**src/rtl/alarm_arm_controller.sv**
```systemverilog
// Home alarm sequencing FSM: arm/exit/entry/siren timing, zone latching,
// and a 4-digit multiplexed 7-segment status display.
module alarm_arm_controller #(
  parameter int TICK_DIV  = 100000,
  parameter int SEC_TICKS = 1000,
  parameter int EXIT_SEC  = 10,
  parameter int ENTRY_SEC = 5,
  parameter int SIREN_SEC = 30,
  parameter int DOOR_IDX  = 0
) (
  input  logic       clk,
  input  logic       rst_n,
  input  logic       arm_req,
  input  logic [3:0] sensor,
  output logic       alarm,
  output logic       led_armed,
  output logic       led_pending,
  output logic       led_trig,
  output logic [3:0] zone_latched,
  output logic [3:0] an,
  output logic [6:0] seg
);

  typedef enum logic [2:0] {
    S_DISARMED = 3'd0,
    S_EXIT     = 3'd1,
    S_ARMED    = 3'd2,
    S_ENTRY    = 3'd3,
    S_ALARM    = 3'd4,
    S_SILENCED = 3'd5
  } state_e;

  localparam int MW = (TICK_DIV > 1) ? $clog2(TICK_DIV) : 1;
  localparam int SW = (SEC_TICKS > 1) ? $clog2(SEC_TICKS) : 1;
  localparam logic [MW-1:0] MS_LAST  = MW'(TICK_DIV - 1);
  localparam logic [SW-1:0] SEC_LAST = SW'(SEC_TICKS - 1);
  localparam logic [3:0] DOOR_M = 4'(1 << DOOR_IDX);

  function automatic logic [6:0] glyph(input logic [3:0] v);
    logic [6:0] g;
    case (v)
      4'h0: g = 7'h40;
      4'h1: g = 7'h79;
      4'h2: g = 7'h24;
      4'h3: g = 7'h30;
      4'h4: g = 7'h19;
      4'h5: g = 7'h12;
      4'h6: g = 7'h02;
      4'h7: g = 7'h78;
      4'h8: g = 7'h00;
      4'h9: g = 7'h10;
      4'hA: g = 7'h08;
      4'hB: g = 7'h03;
      4'hC: g = 7'h46;
      4'hD: g = 7'h21;
      4'hE: g = 7'h06;
      default: g = 7'h0E;
    endcase
    return g;
  endfunction

  logic          arm_s1_q, arm_s2_q;
  logic [3:0]    sen_s1_q, sen_s2_q;
  state_e        state_q, state_d;
  logic [MW-1:0] ms_cnt_q, ms_cnt_d;
  logic [MW-1:0] scan_cnt_q, scan_cnt_d;
  logic [SW-1:0] sec_cnt_q, sec_cnt_d;
  logic [7:0]    cnt_q, cnt_d;
  logic [3:0]    zone_q, zone_d;
  logic [1:0]    dig_q, dig_d;
  logic          alarm_q, alarm_d;
  logic          armed_q, armed_d;
  logic          pend_q, pend_d;
  logic          trig_q, trig_d;
  logic [3:0]    an_q, an_d;
  logic [6:0]    seg_q, seg_d;

  logic       ms_tick, sec_tick, expire, scan_tick;
  logic [3:0] other;
  logic [3:0] nib;

  always_comb begin
    ms_tick   = (ms_cnt_q == MS_LAST);
    sec_tick  = ms_tick && (sec_cnt_q == SEC_LAST);
    expire    = sec_tick && (cnt_q == 8'd1);
    scan_tick = (scan_cnt_q == MS_LAST);
    other     = sen_s2_q & ~DOOR_M;

    state_d   = state_q;
    zone_d    = zone_q;
    cnt_d     = cnt_q;
    ms_cnt_d  = ms_tick ? '0 : ms_cnt_q + 1'b1;
    sec_cnt_d = sec_cnt_q;
    if (ms_tick)
      sec_cnt_d = (sec_cnt_q == SEC_LAST) ? '0 : sec_cnt_q + 1'b1;
    if (sec_tick && cnt_q != 8'd0)
      cnt_d = cnt_q - 8'd1;

    // Disarm beats every sensor event and timer expiry.
    if (state_q != S_DISARMED && !arm_s2_q) begin
      state_d = S_DISARMED;
      zone_d  = 4'd0;
    end else begin
      unique case (state_q)
        S_DISARMED: begin
          if (arm_s2_q && sen_s2_q == 4'd0) state_d = S_EXIT;
        end
        S_EXIT: begin
          if (expire) state_d = S_ARMED;
        end
        S_ARMED: begin
          if (other != 4'd0) begin
            state_d = S_ALARM;
            zone_d  = zone_q | sen_s2_q;
          end else if ((sen_s2_q & DOOR_M) != 4'd0) begin
            state_d = S_ENTRY;
          end
        end
        S_ENTRY: begin
          if (other != 4'd0) begin
            state_d = S_ALARM;
            zone_d  = zone_q | sen_s2_q;
          end else if (expire) begin
            state_d = S_ALARM;
            zone_d  = zone_q | DOOR_M;
          end
        end
        S_ALARM: begin
          zone_d = zone_q | sen_s2_q;
          if (expire) state_d = S_SILENCED;
        end
        S_SILENCED: ;
        default: state_d = S_DISARMED;
      endcase
    end

    // Timers restart on every state entry so each delay is exact.
    if (state_d != state_q) begin
      ms_cnt_d  = '0;
      sec_cnt_d = '0;
      unique case (state_d)
        S_EXIT:  cnt_d = 8'(EXIT_SEC);
        S_ENTRY: cnt_d = 8'(ENTRY_SEC);
        S_ALARM: cnt_d = 8'(SIREN_SEC);
        default: cnt_d = 8'd0;
      endcase
    end

    alarm_d = (state_d == S_ALARM);
    armed_d = (state_d == S_ARMED) || (state_d == S_ENTRY) ||
              (state_d == S_ALARM) || (state_d == S_SILENCED);
    pend_d  = (state_d == S_EXIT) || (state_d == S_ENTRY);
    trig_d  = (state_d == S_ALARM) || (state_d == S_SILENCED);

    scan_cnt_d = scan_tick ? '0 : scan_cnt_q + 1'b1;
    dig_d      = dig_q;
    an_d       = an_q;
    seg_d      = seg_q;
    unique case (dig_q)
      2'd0:    nib = cnt_q[3:0];
      2'd1:    nib = cnt_q[7:4];
      2'd2:    nib = zone_q;
      default: nib = {1'b0, state_q};
    endcase
    if (scan_tick) begin
      dig_d = dig_q + 2'd1;
      an_d  = ~(4'b0001 << dig_q);
      seg_d = glyph(nib);
    end
  end

  always_ff @(posedge clk or negedge rst_n) begin
    if (!rst_n) begin
      arm_s1_q   <= 1'b0;
      arm_s2_q   <= 1'b0;
      sen_s1_q   <= 4'd0;
      sen_s2_q   <= 4'd0;
      state_q    <= S_DISARMED;
      ms_cnt_q   <= '0;
      scan_cnt_q <= '0;
      sec_cnt_q  <= '0;
      cnt_q      <= 8'd0;
      zone_q     <= 4'd0;
      dig_q      <= 2'd0;
      alarm_q    <= 1'b0;
      armed_q    <= 1'b0;
      pend_q     <= 1'b0;
      trig_q     <= 1'b0;
      an_q       <= 4'b1111;
      seg_q      <= 7'h7F;
    end else begin
      arm_s1_q   <= arm_req;
      arm_s2_q   <= arm_s1_q;
      sen_s1_q   <= sensor;
      sen_s2_q   <= sen_s1_q;
      state_q    <= state_d;
      ms_cnt_q   <= ms_cnt_d;
      scan_cnt_q <= scan_cnt_d;
      sec_cnt_q  <= sec_cnt_d;
      cnt_q      <= cnt_d;
      zone_q     <= zone_d;
      dig_q      <= dig_d;
      alarm_q    <= alarm_d;
      armed_q    <= armed_d;
      pend_q     <= pend_d;
      trig_q     <= trig_d;
      an_q       <= an_d;
      seg_q      <= seg_d;
    end
  end

  assign alarm        = alarm_q;
  assign led_armed    = armed_q;
  assign led_pending  = pend_q;
  assign led_trig     = trig_q;
  assign zone_latched = zone_q;
  assign an           = an_q;
  assign seg          = seg_q;

endmodule

```
**config.mk**
```make
export PLATFORM = sky130hd
export DESIGN_NAME = alarm_arm_controller
export DESIGN_NICKNAME = d
export VERILOG_FILES = /design/src/rtl/alarm_arm_controller.sv
export SDC_FILE = /design/constraint.sdc
export NUM_CORES = 1
export LEC_CHECK = 0
export ABC_AREA = 1
export CELL_PAD_IN_SITES_DETAIL_PLACEMENT = 2
export CELL_PAD_IN_SITES_GLOBAL_PLACEMENT = 2
export CORE_MARGIN = 1
export CORE_UTILIZATION = 36
export CTS_CLUSTER_DIAMETER = 30
export DETAILED_ROUTE_END_ITERATION = 6
export PLACE_DENSITY = 0.8
export REMOVE_ABC_BUFFERS = 1
export SYNTH_ARGS = -nofsm -noshare
export SYNTH_HDL_FRONTEND = slang
export SYNTH_SLANG_ARGS = --single-unit
```
**constraint.sdc**
```tcl
create_clock -name clk -period 2.6 [get_ports clk]
set_clock_uncertainty 0.1 [all_clocks]
set_input_delay 0.26 -clock clk [delete_from_list [all_inputs] [get_ports clk]]
set_output_delay 0.26 -clock clk [all_outputs]
set_load 0.01 [all_outputs]
```
==> flow_summary_export.csv, run 1 <==
group,metric,value,unit
outcome,outcome,"completed",
worst_setup_path,slowest_delay,0.38,ns
clocking,cts_made_buffers,9,
worst_setup_path,end_kind,"flop",
timing,relSlewSlack,63.49,%
worst_setup_path,crit_arrival,2.64,ns
clocking,htreeDepth,3,
place,port_buffers,25,
floorplanning,start_util,36.75,%
worst_setup_path,critPathTopFamily,"simple AND/OR/NAND/NOR gates",
floorplanning,die_area,13290,sq um
place,place_hpwl,9.902,mm
place,gp_congestion,0.8022,
routing,drt_iter0_markers,163,
synthesis,synth_area_leader_cell,"dfrtp_1",
synthesis,synth_edf_count,0,
worst_setup_path,cpMaxStageDelayCell,"dfrtp_1",
finish,area_delta_synth_final,22.13,%
finish,layout.cells.non_filler,795,
worst_setup_path,cp_num_buf_inv,1,
routing,drcViolationCount,0,
routing,firstDrtPassIters,4,
synthesis,synth_cells,563,
power_and_ir_drop,switchingPower,0.001623,W
routing,via_count,4007,
power_and_ir_drop,clock_power_share,30.3,%
clocking,path_clk_slew,0.07,ns
synthesis,synthTopCellsByArea,"dfrtp_1, nand2_1, inv_1",
min_path,hp-class,"primary input to flop",
grt,antenna_found_initial,0,
routing,routed_wl,13.79,mm
routing,ant_nets,0,
synthesis,yosys_warnings,0,
place,postPlaceCellArea,5156,sq um
clocking,cts_max_path_buffers,2,
floorplanning,die_w,115.3,um
finish,antenna-diode-count,0,
grt,grt_pass1_wl,22.14,mm
worst_setup_path,worstPathRequired,2.75,ns
timing,setup-violations-final,0,
synthesis,netlist_area,4619,sq um
timing,fin_ws,0.1057,ns
timing,fmax,400.9,MHz
worst_setup_path,startpoint_type,"flop",
routing,wire_per_inst,17.35,um
timing,post-route-period-util,95.93,%
worst_setup_path,cp_cell_sequence,"ha_2 -> nand2_2 -> nor2_4 -> nand3_2 -> nor2_4 -> nand4_1 -> nand3_2 -> a21oi_1 -> nor2_4 -> nand2_4 -> buf_8 -> nand2_1 -> nand2_1 -> nand2_1 -> nand2_1",
synthesis,syn_avg_cell_area,8.205,sq um
power_and_ir_drop,power.leakage,2.610,nW
routing,vias_per_cell,5.040,
grt,grt_max_degree,49,
clocking,root_buffer,"clkbuf_16",
worst_setup_path,crit_top_cell,"nand2_1",
power_and_ir_drop,power.density,753.9,nW/um^2
synthesis,synth_ff_type,"dfrtp_1",
floorplanning,dieHeight,115.3,um
place,pre_cts_ws,-0.07980,ns
synthesis,async_reset_ff_share,100.0,%
worst_setup_path,cp_max_fo,14,
timing,drv_slew,0,
power_and_ir_drop,switching_share,38.17,%
synthesis,synth_top_area_share,40.63,%
synthesis,synth.distinct_cells,48,
finish,final_core_util,44.89,%
clocking,clock-sinks,86,
clocking,clk_latency,0.36,ns
timing,worst_pin_slew,0.5476,ns
power_and_ir_drop,intPower,0.002630,W
timing,hold_violations,0,
worst_setup_path,critPathKind,"flop to flop",
clocking,cts_tree,"yes",
job,maxCapViolCount,0,
floorplanning,rows,41,
finish,drive_above_1_share,17.01,%
power_and_ir_drop,comb_power_share,33.6,%
timing,finalCriticalPeriod,2.494,ns
floorplanning,pin_count,26,
finish,fin_nets,642,
synthesis,seq_area_frac_synth,46.89,%
synthesis,ys_seq_elements,86,
grt,grt_usage,21.92,%
floorplanning,core_area,12570,sq um
power_and_ir_drop,ir_drop,466.4,uV
grt,overflow,0,
power_and_ir_drop,p_seq_share,36.2,%
grt,grt_pass1_vias,4439,
finish,finalInstanceArea,5642,sq um
place,dpl.cell_count,767,
path summary, 6_finish.rpt:
check / startpoint / to / slack, ns / cells after the start
max: ms_cnt_q[0] / cnt_q[1] / 0.11 / 15
min: sensor[0] / sen_s1_q[0] / 0.24 / 1
max reg2reg: ms_cnt_q[0] / cnt_q[1] / 0.11 / 15
min reg2reg: sen_s1_q[1] / sen_s2_q[1] / 0.25 / 0
max in group asynchronous: rst_n / seg[2] / 1.37 / 3
min in group asynchronous: rst_n / scan_cnt_q[2] / 0.33 / 2
worst reg2reg max path: cells and delay by family (launching register included):
| family | cells | cell delay (ns) |
|---|---|---|
| buf+inv | 1 | 0.17 |
| flops | 1 | 0.38 |
| compound gates | 1 | 0.11 |
| fa+ha+maj | 1 | 0.21 |
| simple gates | 12 | 1.41 |
metal layers:
layer | track usage [%] | part of all wire, % | vias to the layer above
li1 | - | - | 1933
met1 | 25.76 | 43 | 2014
met2 | 39.40 | 53 | 43
met3 | 5.851 | 2.4 | 17
met4 | 5.801 | 1.4 | 0
met5 | 0 | 0 | -
through the flow:
stage               hold WS [ns]  power, W  setup TNS [ns]
finish                    0.2426  0.004253               0
global route              0.2265  0.004515         -0.1985
CTS                       0.2266  0.004158               0
detailed placement        0.1907  0.002813         -0.2787
global placement          0.1849  0.002731               0
floorplan                -0.1356  0.002315         -0.1551
sequential cells by signal (all words and copies together), names as in the netlist:
| name | flops |
|---|---|
| alarm | 1 |
| an | 4 |
| arm_s1_q | 1 |
| arm_s2_q | 1 |
| cnt_q | 8 |
| dig_q | 2 |
| led_armed | 1 |
| led_pending | 1 |
| led_trig | 1 |
| ms_cnt_q | 17 |
| scan_cnt_q | 17 |
| sec_cnt_q | 10 |
| seg | 7 |
| sen_s1_q | 4 |
| sen_s2_q | 4 |
| state_q | 3 |
| zone_latched | 4 |
final cells by class:
| type | count | area, sq um |
|---|---|---|
| Sequential cell | 86 | 2166 |
| Inverter | 94 | 355.3 |
| Tap cell | 172 | 215.2 |
| Clock buffer | 9 | 225.2 |
| Multi-Input combinational cell | 378 | 2161 |
| Fill cell | 1436 | 6927 |
| Clock inverter | 7 | 61.31 |
| Timing Repair Buffer | 49 | 457.9 |
repair_timing:
item	4_1_cts	5_1_grt
buffers inserted	0	11
hold buffers	1	0
pin swaps	0	7
gates resized for setup	4	24
hold endpoints to repair	38	0
endpoints found under the setup margin	14	41
placed cells by master, fill, tap and decap left out, types with 11 or more instances in the layout:
cell type	instances
dfstp_2	11
nand2_1	114
inv_2	11
ha_1	16
xor2_1	17
clkdlybuf4s50_1	24
nand3_1	26
dfrtp_1	75
inv_1	81
o21ai_0	20
nor2_1	59
nor3_1	11
buf_4	21
a21oi_1	20
power by group through the flow:
stage                     Sequential [W]  Combinational, W  Clock [W]
after floorplan                  0.00154          0.000771          0
after global placement           0.00155           0.00118          0
after detailed placement         0.00156           0.00125          0
after CTS                        0.00153           0.00129    0.00133
after global routing             0.00155           0.00159    0.00138
final                            0.00154           0.00143    0.00129
cells by family (layout without fill, tap and decap cells):
kind of cell / count (synthesis) / count (layout) / share of synthesized area (%)
fa+ha+maj: 17 / 17 / 4.604
xor+xnor: 20 / 20 / 3.792
simple gates: 270 / 270 / 27.17
compound gates: 71 / 71 / 9.155
flops: 86 / 86 / 46.89
buf+inv: 99 / 159 / 8.396
cells in the mapped netlist, types with 2 or more instances:
master / instances
a21oi_1: 22
o22ai_1: 5
nor2_2: 9
o211ai_1: 3
nand4_1: 10
nand3_2: 2
xor2_1: 17
or2_2: 3
dfstp_2: 11
nor2_1: 64
nand2_1: 117
a211oi_1: 2
xnor2_1: 3
inv_2: 11
a31oi_1: 6
nor3b_2: 3
inv_1: 82
nor3_1: 11
dfrtp_1: 75
ha_1: 17
nand2_2: 2
a32oi_1: 2
nor3_2: 4
nor4_1: 10
nand3_1: 28
clkbuf_1: 2
o21ai_0: 20
buf_6: 2
Note: power is estimated with default switching activity, not from simulation.
==> run 2, diff against run 1 <==
==> constraint.sdc (replaced) <==
create_clock -name clk -period 2.6 [get_ports clk]
set_clock_uncertainty 0.1 [all_clocks]
set_input_delay 0.52 -clock clk [delete_from_list [all_inputs] [get_ports clk]]
set_output_delay 0.52 -clock clk [all_outputs]
set_load 0.01 [all_outputs]
==> flow_summary_export.csv, run 2 (synthesis results as in run 1) <==
group,metric,value,unit
power_and_ir_drop,finalPower,0.004420,W
clocking,cts_max_path_buffers,2,
timing,fmax,399.0,MHz
floorplanning,die_w,115.3,um
power_and_ir_drop,power.density,775.7,nW/um^2
routing,drcViolationCount,0,
timing,post-route-period-util,96.40,%
finish,multiInputGateArea,2181,sq um
place,gp_congestion,0.8085,
floorplanning,start_util,36.75,%
finish,final_core_util,45.34,%
clocking,root_buffer,"clkbuf_16",
routing,drt_iter0_markers,144,
timing,hold_ws,0.2499,ns
min_path,hp-class,"flop to flop",
min_path,hp-start,"sen_s1_q[2]",
finish,fin_nets,641,
clocking,path_clk_slew,0.06,ns
grt,grt_pass1_vias,4493,
routing,routed_wl,14.23,mm
outcome,outcome,"completed",
timing,hold_violations,0,
grt,grt_max_degree,39,
finish,drive_above_1_share,16.88,%
timing,worst_pin_slew,0.4416,ns
worst_setup_path,worstPathRequired,2.79,ns
finish,antenna-diode-count,0,
finish,final_cell_mix,"nand2_1, inv_1, dfrtp_1",
worst_setup_path,crit_arrival,2.70,ns
grt,antenna_found_initial,0,
routing,via_count,4073,
grt,grt_usage,22.78,%
finish,top_regs,"ms_cnt_q (17), scan_cnt_q (17), sec_cnt_q (10)",
worst_setup_path,end_kind,"flop",
clocking,cts_made_buffers,9,
routing,firstDrtPassIters,4,
finish,area_delta_synth_final,23.35,%
clocking,clock-sinks,86,
floorplanning,core_area,12570,sq um
timing,relSlewSlack,70.33,%
routing,ant_nets,0,
worst_setup_path,r2r.worst_path.cells,18,
timing,rsz0062_at_grt,"true",
timing,setup-violations-final,0,
routing,wire_per_inst,17.92,um
grt,grt_pass1_wl,22.76,mm
timing,finalCriticalPeriod,2.506,ns
worst_setup_path,cp_max_fo,14,
finish,nFillCells,1381,
clocking,clk_latency,0.36,ns
finish,final_common_cell,"nand2_1",
routing,vias_per_cell,5.130,
grt,overflow,0,
finish,final-seq-area,2167,sq um
worst_setup_path,startpoint_type,"flop",
job,maxCapViolCount,0,
timing,drv_slew,0,
floorplanning,pin_count,26,
floorplanning,rows,41,
clocking,cts_tree,"yes",
place,place_hpwl,10.17,mm
clocking,htreeDepth,3,
floorplanning,die_area,13290,sq um
worst_setup_path,crit_start,"sec_cnt_q[1]",
worst_setup_path,rr_startpoint,"sec_cnt_q[1]",
min_path,hold_depth,0,
place,port_buffers,25,
worst_setup_path,critPathKind,"flop to flop",
power_and_ir_drop,ir_drop,394.2,uV
power_and_ir_drop,power.leakage,2.622,nW
floorplanning,dieHeight,115.3,um
[run 2: cell types whose count changed in the layout (fill, tap and decap cells not counted), moves of 2 or more]
cell / before / now
a21oi_1: 20 / 18
nand2_1: 114 / 116
nand2_2: 4 / 2
nor2_4: 6 / 9
nor2_2: 9 / 7
bufinv_16: 0 / 2
clkinvlp_4: 0 / 2
inv_6: 6 / 2
[run 2: power by group]
| part | internal, W | switching, W |
|---|---|---|
| clock | 0.000875 | 0.000589 |
| sequential | 0.00145 | 0.0000861 |
| combinational | 0.000511 | 0.000913 |
[run 2: through the flow]
step / setup TNS (ns) / cell area (sq um) / std cells / setup WS (ns)
floorplan: -0.1551 / 4584 / 558 / -0.07475
global placement: 0 / 5164 / 768 / 0.01414
detailed placement: -1.017 / 5164 / 768 / -0.1314
CTS: 0 / 5537 / 785 / 0.007129
global route: -0.3642 / 5698 / 794 / -0.09186
finish: 0 / 5698 / 794 / 0.09370
[run 2: critical path, stage by stage, from the launching register on]
cell and delay [ns]:
dfrtp_1 0.41, ha_1 0.20, nand2_1 0.09, inv_1 0.10
nand3b_1 0.09, nor2_2 0.18, nand3_1 0.15, nand2_1 0.09
nand2_1 0.06, nand2_1 0.14, nand2_2 0.08, nand2_1 0.08
nand2_2 0.09, nand2_4 0.12, buf_8 0.17, nand2_1 0.10
nand2_1 0.07, nand2_1 0.06, nand2_1 0.07
[run 2: layer usage]
layer	vias to the layer above	wire length (um)	GRT usage (%)
met3	21	268	4.481
li1	1927	-	-
met4	0	253	8.745
met2	33	7559	40.96
met1	2092	6149	26.71
met5	-	0	0
[run 2: path summary, 6_finish.rpt]
check                              endpoint  slack (ns)
min in group asynchronous          cnt_q[6]        0.53
worst max-delay path               cnt_q[3]        0.09
worst max register to register     cnt_q[3]        0.09
worst min-delay path            sen_s2_q[2]        0.25
max in group asynchronous            seg[6]        1.16
worst min register to register  sen_s2_q[2]        0.25
[run 2: cell type report]
| type | count | share of cell area (%) |
|---|---|---|
| multi-input cells | 378 | 38.27 |
| flip-flops and latches | 86 | 38.03 |
| repair buffers | 48 | 7.905 |
| inverters | 94 | 6.192 |
| clock buffers | 10 | 4.194 |
| well taps | 172 | 3.777 |
| clock inverters | 6 | 1.625 |
[run 2: what timing repair did]
action / CTS / global route
setup endpoints to repair: 20 / 20
pin swaps: 0 / 2
hold endpoints to repair: 21 / 0
gates resized for setup: 8 / 23
hold buffers: 1 / 0
setup buffers: 0 / 9
==> run 3, diff against run 2 <==
Settings changed: CTS_CLUSTER_DIAMETER 30 to 80, SLEW_MARGIN set to 30, TNS_END_PERCENT set to 10.
==> flow_summary_export.csv, run 3 (synthesis results as in run 1) <==
group,metric,value,unit
worst_setup_path,worstPathRequired,2.75,ns
floorplanning,die_w,115.3,um
finish,nFillCells,1385,
power_and_ir_drop,power.leakage,2.589,nW
finish,drive_above_1_share,15.24,%
power_and_ir_drop,power.density,778.7,nW/um^2
worst_setup_path,crit_top_cell,"nand2_1",
job,maxCapViolCount,0,
grt,overflow,0,
timing,finalSetupTns,0,ns
outcome,outcome,"completed",
worst_setup_path,critPathKind,"flop to flop",
finish,antenna-diode-count,0,
finish,final_common_cell,"nand2_1",
clocking,root_buffer,"clkbuf_16",
place,place_hpwl,10.17,mm
power_and_ir_drop,ir_drop,393.3,uV
floorplanning,pin_count,26,
clocking,clock-sinks,86,
clocking,htreeDepth,3,
timing,post-route-period-util,97.78,%
finish,final-seq-area,2166,sq um
routing,wire_per_inst,17.47,um
grt,grt_use_met2,40.96,%
worst_setup_path,cpMaxStageDelayCell,"dfrtp_1",
worst_setup_path,crit_arrival,2.69,ns
routing,ant_nets,0,
grt,grtUsageMet3,4.481,%
routing,drcViolationCount,0,
grt,grt.busiest_layer,"met2",
grt,grt_pass1_vias,4493,
floorplanning,start_util,36.75,%
grt,antenna_found_initial,0,
routing,routed_wl,13.78,mm
worst_setup_path,timing.rr.end,"cnt_q[3]",
worst_setup_path,slowest_delay,0.38,ns
timing,finalCriticalPeriod,2.542,ns
timing,worst_pin_slew,0.4038,ns
floorplanning,rows,41,
worst_setup_path,r2r.worst_path.cells,17,
timing,fin_ws,0.05778,ns
worst_setup_path,startpoint_type,"flop",
min_path,hp-class,"flop to flop",
timing,setup-violations-final,0,
clocking,cts_made_buffers,9,
routing,drt_iter0_markers,143,
timing,rsz0062_at_grt,"true",
floorplanning,core_area,12570,sq um
worst_setup_path,crit_start,"ms_cnt_q[0]",
timing,relSlewSlack,72.74,%
clocking,cts_tree,"yes",
routing,firstDrtPassIters,4,
finish,multiInputGateArea,2142,sq um
worst_setup_path,cp_max_fo,14,
worst_setup_path,rr_startpoint,"ms_cnt_q[0]",
place,gp_congestion,0.8085,
clocking,cts_max_path_buffers,2,
place,pre_cts_ws,-0.1314,ns
clocking,path_clk_slew,0.06,ns
finish,area_delta_synth_final,21.51,%
grt,use_met1,26.71,%
finish,fin_nets,636,
worst_setup_path,cp_cell_sequence,"ha_1 -> nand2_1 -> nor2_4 -> nand3_2 -> nor2_4 -> nand3_1 -> a21oi_2 -> nand2_1 -> nand2_2 -> nand2_1 -> nand2_2 -> nand2_2 -> buf_6 -> nand2_1 -> nand2_1 -> nand2_1 -> nand2_1",
finish,final_cell_mix,"nand2_1, inv_1, dfrtp_1",
grt,grt_usage,22.78,%
clocking,clk_latency,0.36,ns
routing,vias_per_cell,5.098,
timing,hold_violations,0,
grt,grt_max_degree,39,
worst_setup_path,r2r_slack,0.06,ns
floorplanning,dieHeight,115.3,um
finish,top_regs,"ms_cnt_q (17), scan_cnt_q (17), sec_cnt_q (10)",
floorplanning,die_area,13290,sq um
timing,drv_slew,0,
timing,fmax,393.4,MHz
grt,grt_pass1_wl,22.76,mm
worst_setup_path,critPathCapture,"cnt_q[3]",
routing,via_count,4022,
worst_setup_path,end_kind,"flop",
place,port_buffers,25,
-- run 3: cell types whose count changed in the layout (fill, tap and decap cells not counted), moves of 2 or more --
cell	delta
buf_4	-5
nor2_1	+3
nor2_4	-3
buf_6	+2
buf_8	-2
-- run 3: worst min path at each step --
stage / start / to / cells after the start / slack, ns
floorplan: rst_n / alarm / 0 / 0.12
global placement: arm_s1_q / arm_s2_q / 0 / 0.23
detailed placement: sen_s1_q[3] / sen_s2_q[3] / 0 / 0.24
CTS: sen_s1_q[2] / sen_s2_q[2] / 0 / 0.25
global route: sen_s1_q[0] / sen_s2_q[0] / 0 / 0.26
finish: sen_s1_q[2] / sen_s2_q[2] / 0 / 0.25
-- run 3: critical path, delay by kind of cell, from the launching register on --
family	cells	cell delay, ns
fa+ha+maj	1	0.20
simple gates	14	1.40
buf+inv	1	0.19
flops	1	0.38
compound gates	1	0.14
-- run 3: final cells by class --
class | instances | area share [%]
sequential | 86 | 38.59
inverter | 94 | 6.286
clock buffer | 10 | 4.258
timing repair buffer | 43 | 7.222
tap | 172 | 3.834
multi-input combinational | 378 | 38.16
clock inverter | 6 | 1.650
-- run 3: per-stage QoR --
step / cells / area (sq um) / utilization [%] / hold WS, ns / total power (W)
after global routing: 789 / 5613 / 44.66 / 0.2617 / 0.004641
after floorplan: 558 / 4584 / - / 0.1244 / 0.002315
final: 789 / 5613 / 44.66 / 0.2497 / 0.004371
after CTS: 785 / 5537 / 44.05 / 0.2531 / 0.004370
after global placement: 768 / 5164 / 41.09 / 0.2335 / 0.002734
after detailed placement: 768 / 5164 / 41.09 / 0.2365 / 0.002825
-- run 3: repair_timing --
action / 4_1_cts / 5_1_grt
endpoints found under the hold margin: 21 / 0
endpoints found under the setup margin: 20 / 20
pin swaps: 0 / 2
resized for setup: 8 / 10
hold buffers: 1 / 0
buffers inserted: 0 / 4
-- run 3: power by group --
| group | leakage [nW] | switching, W | internal (W) | total, W |
|---|---|---|---|---|
| Sequential | 1.11 | 0.0000872 | 0.00145 | 0.00153 |
| Clock | 0.156 | 0.000586 | 0.000875 | 0.00146 |
| Combinational | 1.33 | 0.000900 | 0.000477 | 0.00138 |
-- run 3: metal layers --
metal / wire (um) / share of wire (%) / up-vias
met5: 0 / 0 / -
met4: 232 / 1.7 / 0
met3: 278 / 2.0 / 19
met2: 7261 / 53 / 29
met1: 6011 / 44 / 2059
li1: - / - / 1915
